$ cat src/rtl/cache_arbiter.sv
// Serialises I-cache and D-cache line requests onto one cacheline adaptor port.
// Ports: clk/rst, i_* (I-cache), d_* (D-cache), a_* (adaptor), busy.
// Config: define CACHE_ARB_RR_EN for round-robin ties; otherwise D-cache wins ties.
module cache_arbiter (
   input  logic         clk,
   input  logic         rst,
   input  logic         i_read,
   input  logic [31:0]  i_address,
   output logic         i_resp,
   output logic [255:0] i_rdata,
   input  logic         d_read,
   input  logic         d_write,
   input  logic [31:0]  d_address,
   input  logic [255:0] d_wdata,
   output logic         d_resp,
   output logic [255:0] d_rdata,
   output logic         a_read,
   output logic         a_write,
   output logic [31:0]  a_address,
   output logic [255:0] a_wdata,
   input  logic [255:0] a_rdata,
   input  logic         a_resp,
   output logic         busy
);

   typedef enum logic [1:0] {
      IDLE,
      BUSY_I,
      BUSY_D,
      RECOVER
   } state_t;

   state_t state;
   logic   d_req;
   logic   pick_d;

   assign d_req = d_read | d_write;

`ifdef CACHE_ARB_RR_EN
   // Set when the D-cache took the most recent grant.
   logic last_d;
   assign pick_d = d_req & (~i_read | ~last_d);
`else
   assign pick_d = d_req;
`endif

   always_ff @(posedge clk) begin
      if (rst) begin
         state     <= IDLE;
         a_read    <= 1'b0;
         a_write   <= 1'b0;
         a_address <= 32'h0;
         a_wdata   <= 256'h0;
`ifdef CACHE_ARB_RR_EN
         last_d    <= 1'b0;
`endif
      end else begin
         unique case (state)
            IDLE: begin
               if (pick_d) begin
                  state     <= BUSY_D;
                  a_address <= d_address;
                  a_wdata   <= d_wdata;
                  // read+write together is treated as a write
                  a_write   <= d_write;
                  a_read    <= ~d_write;
`ifdef CACHE_ARB_RR_EN
                  last_d    <= 1'b1;
`endif
               end else if (i_read) begin
                  state     <= BUSY_I;
                  a_address <= i_address;
                  a_wdata   <= 256'h0;
                  a_write   <= 1'b0;
                  a_read    <= 1'b1;
`ifdef CACHE_ARB_RR_EN
                  last_d    <= 1'b0;
`endif
               end
            end
            BUSY_I, BUSY_D: begin
               if (a_resp) begin
                  state   <= RECOVER;
                  a_read  <= 1'b0;
                  a_write <= 1'b0;
               end
            end
            // One dead cycle so a still-held request cannot retrigger at once
            RECOVER: state <= IDLE;
            default: state <= IDLE;
         endcase
      end
   end

   assign i_resp  = (state == BUSY_I) & a_resp;
   assign d_resp  = (state == BUSY_D) & a_resp;
   assign i_rdata = a_rdata;
   assign d_rdata = a_rdata;
   assign busy    = (state != IDLE);

endmodule

$ cat config.mk
export PLATFORM = sky130hd
export DESIGN_NAME = cache_arbiter
export DESIGN_NICKNAME = d
export VERILOG_FILES = /design/src/rtl/cache_arbiter.sv
export SDC_FILE = /design/constraint.sdc
export NUM_CORES = 1
export LEC_CHECK = 0
export ABC_CLOCK_PERIOD_IN_PS = 2000
export CAP_MARGIN = 10
export CORE_AREA = 2 2 541 543
export CTS_BUF_LIST = sky130_fd_sc_hd__clkbuf_8 sky130_fd_sc_hd__clkbuf_16
export DETAILED_ROUTE_END_ITERATION = 10
export DIE_AREA = 0 0 543 545
export PLACE_DENSITY = 0.34
export SLEW_MARGIN = 20
export SYNTH_ARGS = -nofsm -noshare
export SYNTH_HDL_FRONTEND = slang
export SYNTH_SLANG_ARGS = --single-unit
$ cat constraint.sdc
create_clock -name clk -period 2 [get_ports clk]
set_clock_uncertainty 0.2 [all_clocks]
set_input_delay 0.2 -clock clk [delete_from_list [all_inputs] [get_ports clk]]
set_output_delay 0.2 -clock clk [all_outputs]
set_load 0.02 [all_outputs]
==> metrics.md, run 1 <==
| Metric | Value |
|---|---|
| PortBufs | `618` |
| GP Congestion | `0.6715` |
| Max cap viols | `0` |
| Number of distinct library cells after synthesis | `28` |
| R2R setup slack | `0.08 ns` |
| CTS tree | `done` |
| Fin nets | `2299` |
| Cells after Synth | `1297` |
| Post-Syn Area | `0.01339 mm^2` |
| Sequential share of the synthesized area | `0.4366` |
| Clock-pin slew on the worst setup and hold paths | `0.06 ns` |
| Post-layout instance area | `0.02512 mm^2` |
| Syn_area_per_cell | `10.32 um^2` |
| #FFs+latches synth | `292` |
| Die area | `0.2959 mm^2` |
| Kind of cell adding the most delay to the critical path | `flip-flops` |
| TritonRoute pass-1 iters | `4` |
| Clock latency at the later pin of the worst-skew pair | `0.65 ns` |
| Initial antenna violation count | `212` |
| Vias | `12050` |
| Max incr delay on CP | `0.33 ns` |
| Post-Route Utilization | `0.08658` |
| Final period util | `0.9850` |
| Worst hold path depth | `2` |
| CTS Sinks | `292` |
| Worst slew margin | `0.6693` |
| Status | `finished, final reports clean` |
| Required time worst endpoint | `1.60 ns` |
| I/O pin count | `1387` |
| Fin crit period | `1.970 ns` |
| Crit path cell chain | `inv_2, buf_6, ha_4, and2_4, buf_12` |
| First-pass GRT wire length | `190.8 mm` |
| Post-Place Cell Area | `0.02051 mm^2` |
| Maximum clock frequency | `507.6 MHz` |
| Vias in the first global route | `11880` |
| H-tree levels | `2` |
| Fillers | `33650` |
| Fraction of final layout cells with drive strength greater than 1 | `0.1198` |
| R2R Path Start | `state[1]` |
| Top cell type's share of synthesized area | `0.4366` |
| Die width | `543 um` |
| Remaining DRCs | `0` |
| Arrival @ worst endpoint | `1.57 ns` |
| Vias per Instance | `2.100` |
| Largest net degree at the start of global routing | `51` |
| Wire per inst | `28.98 um` |
| Final setup TNS | `0 ns` |
| Syn. warnings | `0` |
| Gr ovfl total | `0` |
| DP Wirelength | `149.6 mm` |
| Ys async rst share | `0` |
| Core ar. | `0.2901 mm^2` |
| Hold Path Origin | `d_wdata[250]` |
| Routed WL | `166.4 mm` |
| Starting DRT DRC Count | `567` |
| Worst r2r dst | `a_wdata[92]` |
| Worst Path Max Fanout | `3` |
| Final Hold Viols | `0` |
| # rows | `198` |
| R2R depth | `7` |
| Non-filler cells, final | `5741` |
| Routed Antenna Nets | `0` |
| Synth Net Count | `1883` |
| Total Power | `28240 uW` |
| Synthesis-to-layout area growth | `87.62%` |
| Hold Path Class | `in2reg` |
| RSZ-0062 raised after global routing | `yes` |
| Inst Count DP | `5270` |
| Clk root buf | `clkbuf_16` |
| Area leader, netlist | `dfxtp_1` |
| Endpoints failing setup | `0` |
| Min-Delay Endpoint | `a_wdata[250]` |
| Setup CP Type | `reg2out` |
| Peak supply drop | `0.7879 mV` |
| Pwr/cell area | `1124 mW/mm^2` |
| Startpoint Class | `flop` |
| WP buf/inv | `3` |
| Slowest cell on the critical path | `dfxtp_2` |
| Buffer depth of the longest clock path | `3` |
| CP Capture Type | `output pin` |
| Number of flops mapped to enable cells by yosys | `0` |
| Leakage Power | `0.009192 uW` |
| Starting Density | `0.04615` |
| Overall routing resource usage | `0.1066` |
| Die Y | `545 um` |
| Largest cells by area after synthesis | `dfxtp_1, buf_4, a22o_1` |
| Worst Tran Pin Value | `0.4981 ns` |
| Max Slew Vio Count | `0` |
| CTS buffer count | `40` |
| Post-synth top flop | `dfxtp_1` |
==> synthesized netlist by cell type (2+ instances only) <==
cell,number
buf_4,518
dfxtp_1,292
a22o_1,256
buf_2,36
nor2_1,34
o21ai_0,34
a311oi_1,32
nand2_1,32
buf_6,22
clkbuf_1,14
ha_1,4
inv_1,4
a21oi_1,2
and2_1,2
nor2_4,2
==> placed cells by master (no fill, tap or decap), types with 2 or more instances in the layout <==
master / n
buf_12: 15
clkinv_2: 2
buf_16: 6
a22o_1: 256
bufinv_16: 6
dfxtp_2: 2
nor2_1: 34
buf_6: 5
ha_4: 2
buf_2: 3
inv_16: 2
diode_2: 96
inv_1: 6
ha_2: 2
a21oi_1: 2
dlygate4sd3_1: 288
nand2_1: 32
o21ai_0: 34
clkbuf_8: 7
a311oi_1: 32
inv_6: 3
clkbuf_16: 45
dlygate4sd2_1: 229
and2_4: 2
dfxtp_1: 290
clkdlybuf4s50_1: 323
nor2_4: 2
inv_2: 2
buf_4: 89
clkinvlp_4: 5
inv_8: 2
==> logic make-up after synthesis <==
family,synth area share
AO/OA/AOI/OAI,0.2064
AND/OR/NAND/NOR,0.02495
flip-flops,0.4366
adder cells (fa/ha/maj),0.003738
multiplexers,0.0008411
buffers and inverters,0.3275
==> stage by stage <==
step	hold WS, ns	setup WS, ns
floorplan	0.1326	0.2683
finish	0.03913	0.02996
global placement	0.2002	-0.01836
global route	0.01278	-0.06751
detailed placement	0.2002	-0.06788
CTS	0.001974	-0.06646
==> flip-flops by register name, indices dropped and copies added, names as in the netlist <==
register   cells
a_wdata      256
a_address     32
state          2
a_read         1
a_write        1
==> routing by layer <==
layer,track usage,vias up,routed length (um)
met2,0.1577,1245,69190
li1,-,5027,-
met3,0.1182,383,38150
met1,0.09420,5257,52660
met5,0.002597,-,1020
met4,0.03197,142,5372
==> power by group <==
group | switching [uW] | internal [uW]
Sequential | 998 | 7470
Combinational | 6740 | 4900
Clock | 3350 | 4790
==> cell type report <==
type | count | area, um^2 | share of cell area
Timing Repair Buffer | 964 | 9462 | 0.3767
Tap cell | 3900 | 4880 | 0.1943
Clock inverter | 27 | 374.1 | 0.01489
Antenna cell | 96 | 240.2 | 0.009564
Multi-Input combinational cell | 411 | 3199 | 0.1274
Clock buffer | 47 | 1097 | 0.04369
Inverter | 4 | 17.52 | 0.0006974
Sequential cell | 292 | 5848 | 0.2328
==> worst max path at each step <==
stage / startpoint / to / cells after the start
2_1_floorplan: state[0] / a_address[10] / 7
3_3_place_gp: i_read / a_wdata[203] / 6
3_5_place_dp: i_read / a_wdata[180] / 6
4_1_cts: state[0] / d_resp / 5
5_1_grt: state[0] / d_resp / 5
6_report: state[0] / d_resp / 5
==> repair_timing <==
item	4_1_cts	5_1_grt
gates resized for setup	248	7
endpoints found under the hold margin	268	0
cloned	1	6
setup buffers	4	2
pin swaps	1	1
endpoints found under the setup margin	362	68
hold buffers	288	0
Power figures use the tool's default switching activity.
==> inputs of run 2 (changes only) <==
--- a/config.mk
+++ b/config.mk
@@ -5,12 +5,13 @@
 export SDC_FILE = /design/constraint.sdc
 export NUM_CORES = 1
 export LEC_CHECK = 0
+export ABC_AREA = 1
 export ABC_CLOCK_PERIOD_IN_PS = 2000
 export CAP_MARGIN = 10
-export CORE_AREA = 2 2 541 543
+export CORE_AREA = 2 2 545 547
 export CTS_BUF_LIST = sky130_fd_sc_hd__clkbuf_8 sky130_fd_sc_hd__clkbuf_16
 export DETAILED_ROUTE_END_ITERATION = 10
-export DIE_AREA = 0 0 543 545
+export DIE_AREA = 0 0 547 549
 export PLACE_DENSITY = 0.34
 export SLEW_MARGIN = 20
 export SYNTH_ARGS = -nofsm -noshare
==> metrics.md, run 2 <==
| Metric | Value |
|---|---|
| Ys async rst share | `0 (unchanged)` |
| Sw frac | `0.4230 (+0.03059)` |
| Post-synthesis mux area share | `0 (-0.0008411)` |
| Status | `finished, final reports clean` |
| Commonest cells post-synth | `nand2_1, buf_4, dfxtp_1` |
| Post-Syn Area | `0.01455 mm^2 (+8.7%)` |
| Max Slew Vio Count | `0 (unchanged)` |
| Clock-pin slew on the worst setup and hold paths | `0.06 ns (about the same)` |
| Die width | `547 um (+0.74%)` |
| Power Internal | `16800 uW (-2.1%)` |
| Compound-Gate Fraction of Synth Area | `0.09004 (-0.1163)` |
| Area share of xor/xnor cells in the synthesized design | `0 (unchanged)` |
| Startpoint Class | `flop` |
| Worst Tran Pin Value | `0.4550 ns (-0.04310 ns)` |
| DP Wirelength | `142.8 mm (-4.5%)` |
| Fin nets | `2927 (+27%)` |
| Fillers | `34490 (+2.5%)` |
| Routed Antenna Nets | `0 (unchanged)` |
| Largest family of logic cells by synthesized area | `buffers and inverters` |
| Most frequent cell after synthesis | `nand2_1` |
| Clock latency at the later pin of the worst-skew pair | `0.66 ns (about the same)` |
| Hold Path Class | `in2reg` |
| Pwr/cell area | `1128 mW/mm^2 (+0.36%)` |
| Synth Area in Adders | `0.003440 (-0.0002983)` |
| Most frequent cells in the layout | `nand2_1, clkdlybuf4s50_1, dfxtp_1, a21oi_1, dlygate4sd3_1` |
| CP Capture Type | `output pin` |
| #FFs+latches synth | `292 (unchanged)` |
| Vias per Instance | `2.309 (+10%)` |
| Overall routing resource usage | `0.1024 (-0.004116)` |
| Synth Net Count | `2559 (+36%)` |
| Syn_area_per_cell | `7.374 um^2 (-29%)` |
| Largest net degree at the start of global routing | `62 (+22%)` |
| PortBufs | `618 (unchanged)` |
| Most flops, register | `a_wdata` |
| CTS tree | `done` |
| Sw power | `12310 uW (+11%)` |
| Syn. warnings | `0 (unchanged)` |
| Fin crit period | `1.940 ns (-0.03012 ns)` |
| Largest regs | `a_wdata (256), a_address (32), state (2)` |
| CTS buffer count | `44 (+10%)` |
| Most common cell after layout, fill and taps aside | `nand2_1` |
| Kind of cell adding the most delay to the critical path | `flip-flops` |
| # rows | `200 (+1.0%)` |
| Core ar. | `0.2950 mm^2 (+1.7%)` |
| Largest register FFs | `256 (unchanged)` |
| Post-synth top flop | `dfxtp_1` |
| Arrival @ worst endpoint | `1.54 ns (-0.03 ns)` |
| Top cell type's share of synthesized area | `0.4018 (-0.03485)` |
| Final period util | `0.9700 (-0.01506)` |
| GP Congestion | `0.7892 (+18%)` |
| Starting Density | `0.04931 (+0.003164)` |
| CTS Sinks | `292 (unchanged)` |
| Sequential share of power | `0.279 (-0.021)` |
| First-pass GRT wire length | `192.7 mm (+0.96%)` |
| R2R setup slack | `0.11 ns (+0.03 ns)` |
| Starting DRT DRC Count | `791 (+40%)` |
| Required time worst endpoint | `1.60 ns (about the same)` |
| Simple-gate share of the synthesized area | `0.1969 (+0.1719)` |
| Part of the power in combinational logic | `0.442 (+0.030)` |
| Post-Route Utilization | `0.08745 (+0.0008680)` |
| Die Y | `549 um (+0.73%)` |
| Max cap viols | `0 (unchanged)` |
| Final setup TNS | `0 ns (unchanged)` |
| Wire per inst | `25.41 um (-12%)` |
| Synthesis-to-layout area growth | `77.34%` |
| Fraction of final layout cells with drive strength greater than 1 | `0.08474 (-0.03503)` |
| I/O pin count | `1387 (unchanged)` |
| Final Hold Viols | `0 (unchanged)` |
| RSZ-0062 raised after global routing | `yes` |
| Peak supply drop | `0.5725 mV (-27%)` |
| Gr ovfl total | `0 (unchanged)` |
| TritonRoute pass-1 iters | `4 (unchanged)` |
| Clk network pwr share | `0.279 (-0.009)` |
| Crit path cell chain | `inv_2, buf_6, ha_4, nand2_2, inv_2, buf_12` |
| Number of distinct library cells after synthesis | `15 (-46%)` |
| Largest cells by area after synthesis | `dfxtp_1, buf_4, nand2_1` |
| Setup slack after placement | `-0.6698 ns (-0.6019 ns)` |
| Remaining DRCs | `0 (unchanged)` |
| Initial antenna violation count | `87 (-59%)` |
| Clk root buf | `clkbuf_16` |
| Die area | `0.3003 mm^2 (+1.5%)` |
| Maximum clock frequency | `515.5 MHz (+1.6%)` |
| Buffer depth of the longest clock path | `3 (unchanged)` |
| Worst Path Max Fanout | `2 (-1)` |
| Vias | `14620 (+21%)` |
| Cells after Synth | `1973 (+52%)` |
| Routed WL | `160.9 mm (-3.3%)` |
| Slowest cell on the critical path | `dfxtp_2` |
| Total Power | `29110 uW (+3.1%)` |
| WP buf/inv | `4 (+1)` |
| Setup CP Type | `reg2out` |
| Vias in the first global route | `14460 (+22%)` |
| Endpoints failing setup | `0 (unchanged)` |
| Sequential share of the synthesized area | `0.4018 (-0.03485)` |
| Cell mode on critical path | `inv_2` |
| H-tree levels | `2 (unchanged)` |
| Number of flops mapped to enable cells by yosys | `0 (unchanged)` |
| Leakage Power | `0.009864 uW (+7.3%)` |
| Area leader, netlist | `dfxtp_1` |
| Max incr delay on CP | `0.33 ns (about the same)` |
| Fin worst setup slack | `0.06008 ns (+0.03012 ns)` |
| Worst slew margin | `0.6979 (+0.02862)` |
==> run 2: worst paths after layout <==
path,from,endpoint,cells after the start
worst max-delay path,state[0],d_resp,6
worst min-delay path,d_wdata[25],a_wdata[25],3
worst max register to register,state[0],a_wdata[71],7
worst min register to register,a_wdata[11],a_wdata[11],2
==> run 2: cell families (layout without fill, tap and decap cells) <==
logic type / count (synthesis) / count (layout)
other: 0 / 20
adders and majority gates: 4 / 4
and+or+nand+nor: 760 / 760
DFF: 292 / 292
buffers and inverters: 656 / 1055
AOI/OAI and AO/OA: 261 / 261
==> run 2: layout make-up <==
class | count | area [um^2] | share of cell area
antenna | 20 | 50.05 | 0.001940
sequential | 292 | 5848 | 0.2267
clock buffer | 52 | 1222 | 0.04738
timing repair buffer | 935 | 9079 | 0.3519
clock inverter | 25 | 230.2 | 0.008923
multi-input combinational | 1025 | 4272 | 0.1656
tap | 3939 | 4928 | 0.1910
inverter | 43 | 171.4 | 0.006644
==> run 2: worst min-delay path: stages <==
cell	delay (ns)
clkdlybuf4s50_1	0.49
nand2_1	0.10
a21oi_1	0.06
==> run 2: repair_timing <==
item	in CTS	in global routing
buffers inserted	1	0
pin swaps	1	0
resized for setup	289	6
gates cloned	1	0
endpoints found under the setup margin	301	15
hold buffers	247	0
endpoints found under the hold margin	273	0
==> run 2: power groups by stage <==
stage	combinational [uW]	clock [uW]	sequential [uW]
finish	12900	8130	8120
global route	13900	8730	8310
CTS	13300	8560	8140
detailed placement	13400	0	8270
global placement	13400	0	8250
floorplan	5730	0	9880
==> run 2: routing by layer <==
layer	track usage	up-vias	part of all wire
li1	-	6363	-
met1	0.07146	6385	0.25
met2	0.1648	1488	0.45
met3	0.1212	292	0.25
met4	0.03638	91	0.038
met5	0.02707	-	0.0093
==> run 2: stage by stage <==
stage | hold slack, ns | instance area, um^2 | cells
finish | 0.04839 | 25800 | 6331
global route | 0.03341 | 25780 | 6321
CTS | 0.0005133 | 25730 | 6311
detailed placement | 0.2002 | 22010 | 5985
global placement | 0.2002 | 22010 | 5985
floorplan | 0.1474 | 14550 | 1973
==> inputs of run 3 (changes only) <==
--- a/config.mk
+++ b/config.mk
@@ -12,7 +12,9 @@
 export CTS_BUF_LIST = sky130_fd_sc_hd__clkbuf_8 sky130_fd_sc_hd__clkbuf_16
 export DETAILED_ROUTE_END_ITERATION = 10
 export DIE_AREA = 0 0 547 549
+export GPL_TIMING_DRIVEN = 0
 export PLACE_DENSITY = 0.34
+export RECOVER_POWER = 50
 export SLEW_MARGIN = 20
 export SYNTH_ARGS = -nofsm -noshare
 export SYNTH_HDL_FRONTEND = slang
==> metrics.md, run 3 (synthesized netlist as in run 2, its figures left out) <==
| Metric | Value |
|---|---|
| Most common cell after layout, fill and taps aside | `dlygate4sd3_1` |
| Arrival @ worst endpoint | `2.36 ns (+0.82 ns)` |
| Endpoints failing setup | `0 (unchanged)` |
| Remaining DRCs | `0 (unchanged)` |
| Leakage Power | `0.01460 uW (+48%)` |
| Worst slew margin | `0.4812 (-0.2166)` |
| Non-filler cells, final | `7463 (+18%)` |
| Vias per Instance | `2.467 (+6.8%)` |
| Hold Path Class | `in2reg` |
| Clock-pin slew on the worst setup and hold paths | `0.06 ns (about the same)` |
| Setup CP Type | `in2reg` |
| RSZ-0062 raised after global routing | `yes` |
| Max cap viols | `0 (unchanged)` |
| Starting DRT DRC Count | `686 (-13%)` |
| Max Slew Vio Count | `0 (unchanged)` |
| Vias | `18410 (+26%)` |
| I/O pin count | `1387 (unchanged)` |
| Worst Tran Pin Value | `0.7756 ns (+0.3206 ns)` |
| Status | `finished, final reports clean` |
| Required time worst endpoint | `2.43 ns (+0.83 ns)` |
| Final Hold Viols | `0 (unchanged)` |
| Fin crit period | `1.931 ns (-0.009419 ns)` |
| Met3 usage | `0.04283 (-0.07835)` |
| Routed WL | `173.6 mm (+7.9%)` |
| Synthesis-to-layout area growth | `143.9%` |
| Maximum clock frequency | `518.0 MHz (+0.49%)` |
| Post-Place Cell Area | `0.03081 mm^2 (+40%)` |
| Clk root buf | `clkbuf_16` |
| DP Wirelength | `156.2 mm (+9.4%)` |
| Largest regs | `a_wdata (256), a_address (32), state (2)` |
| CTS buffer count | `44 (unchanged)` |
| CP Capture Type | `flop` |
| Gr ovfl total | `0 (unchanged)` |
| Worst Path Max Fanout | `10 (+8)` |
| TritonRoute pass-1 iters | `5 (+1)` |
| GR Layer Usage met2 | `0.1896 (+0.02475)` |
| Met1 Resource Use GR | `0.1269 (+0.05539)` |
| Fraction of final layout cells with drive strength greater than 1 | `0.2131 (+0.1284)` |
| Final Hold Slack | `0.05488 ns (+0.006492 ns)` |
| Core ar. | `0.2950 mm^2 (unchanged)` |
| Starting Density | `0.04931 (unchanged)` |
| Clock latency at the later pin of the worst-skew pair | `0.64 ns (-0.02 ns)` |
| Final period util | `0.9653 (-0.004710)` |
| GP Congestion | `0.9674 (+23%)` |
| Wire per inst | `23.26 um (-8.5%)` |
| CTS Sinks | `292 (unchanged)` |
| Most frequent cells in the layout | `dlygate4sd3_1, nand2_1, buf_4, clkdlybuf4s50_1, dfxtp_1` |
| Most flops, register | `a_wdata` |
| PortBufs | `1129 (+83%)` |
| Fin nets | `4038 (+38%)` |
| Die Y | `549 um (unchanged)` |
| Post-layout instance area | `0.03549 mm^2 (+38%)` |
| GR peak layer | `met2` |
| First-pass GRT wire length | `213.7 mm (+11%)` |
| CTS tree | `done` |
| Buffer depth of the longest clock path | `3 (unchanged)` |
| H-tree levels | `2 (unchanged)` |
| Pwr/cell area | `942.7 mW/mm^2 (-16%)` |
| Initial antenna violation count | `88 (+1.1%)` |
| Inst Count DP | `7042 (+18%)` |
| # rows | `200 (unchanged)` |
| Die area | `0.3003 mm^2 (unchanged)` |
| Routed Antenna Nets | `0 (unchanged)` |
| Largest register FFs | `256 (unchanged)` |
| Peak supply drop | `0.6691 mV (+17%)` |
| Vias in the first global route | `18640 (+29%)` |
| Largest net degree at the start of global routing | `14 (-77%)` |
| Startpoint Class | `primary input` |
| Overall routing resource usage | `0.1106 (+0.008128)` |
| Die width | `547 um (unchanged)` |
| Final setup TNS | `0 ns (unchanged)` |
[run 3: layout make-up]
cell class,count,area [um^2]
Multi-Input combinational cell,1025,4242
Inverter,43,166.4
Buffer,611,4452
Tap cell,3939,4928
Timing Repair Buffer,1435,14150
Antenna cell,38,95.09
Sequential cell,292,5848
Clock inverter,28,397.9
Clock buffer,52,1211
Fill cell,34040,259500
[run 3: per-stage QoR]
stage | total power [uW] | setup WS [ns] | utilization
after global routing | 35600 | -0.007332 | 0.1201
final | 33460 | 0.06950 | 0.1203
after global placement | 25140 | -1.443 | 0.1043
after CTS | 34920 | 0.0002189 | 0.1199
after detailed placement | 25100 | -1.475 | 0.1044
after floorplan | 15610 | 0.4639 | -
[run 3: power by group]
part           internal [uW]  total [uW]  leakage, uW  switching, uW
combinational           5920       16200       0.0114          10300
clock                   5380        9100     0.000814           3720
sequential              7310        8150      0.00241            845
[run 3: final timing paths]
| check | startpoint | endpoint | slack (ns) | cells past startpoint |
|---|---|---|---|---|
| max | d_write | a_address[1] | 0.07 | 8 |
| min | d_wdata[247] | a_wdata[247] | 0.05 | 3 |
| max reg2reg | state[0] | a_wdata[39] | 0.12 | 8 |
| min reg2reg | a_wdata[128] | a_wdata[128] | 0.25 | 2 |
[run 3: worst max-delay path: stages]
cell             delay [ns]
clkdlybuf4s50_1        0.48
nor2_1                 0.44
buf_2                  0.30
nand2_1                0.14
nand2_1                0.09
dlygate4sd3_1          0.55
nor2_1                 0.05
nor2_1                 0.10
[run 3: repair_timing]
action / in CTS / in global routing
setup buffers: 4 / 0
cloned: 0 / 0
hold buffers: 301 / 0
endpoints found under the setup margin: 581 / 62
resized for setup: 535 / 10
pin swaps: 0 / 0
endpoints found under the hold margin: 281 / 0
[run 3: per-layer routing]
metal,vias to the layer above,wire length (um)
met5,-,322
met4,52,4470
met3,177,16430
met2,1015,83520
met1,8556,68870
li1,8612,-
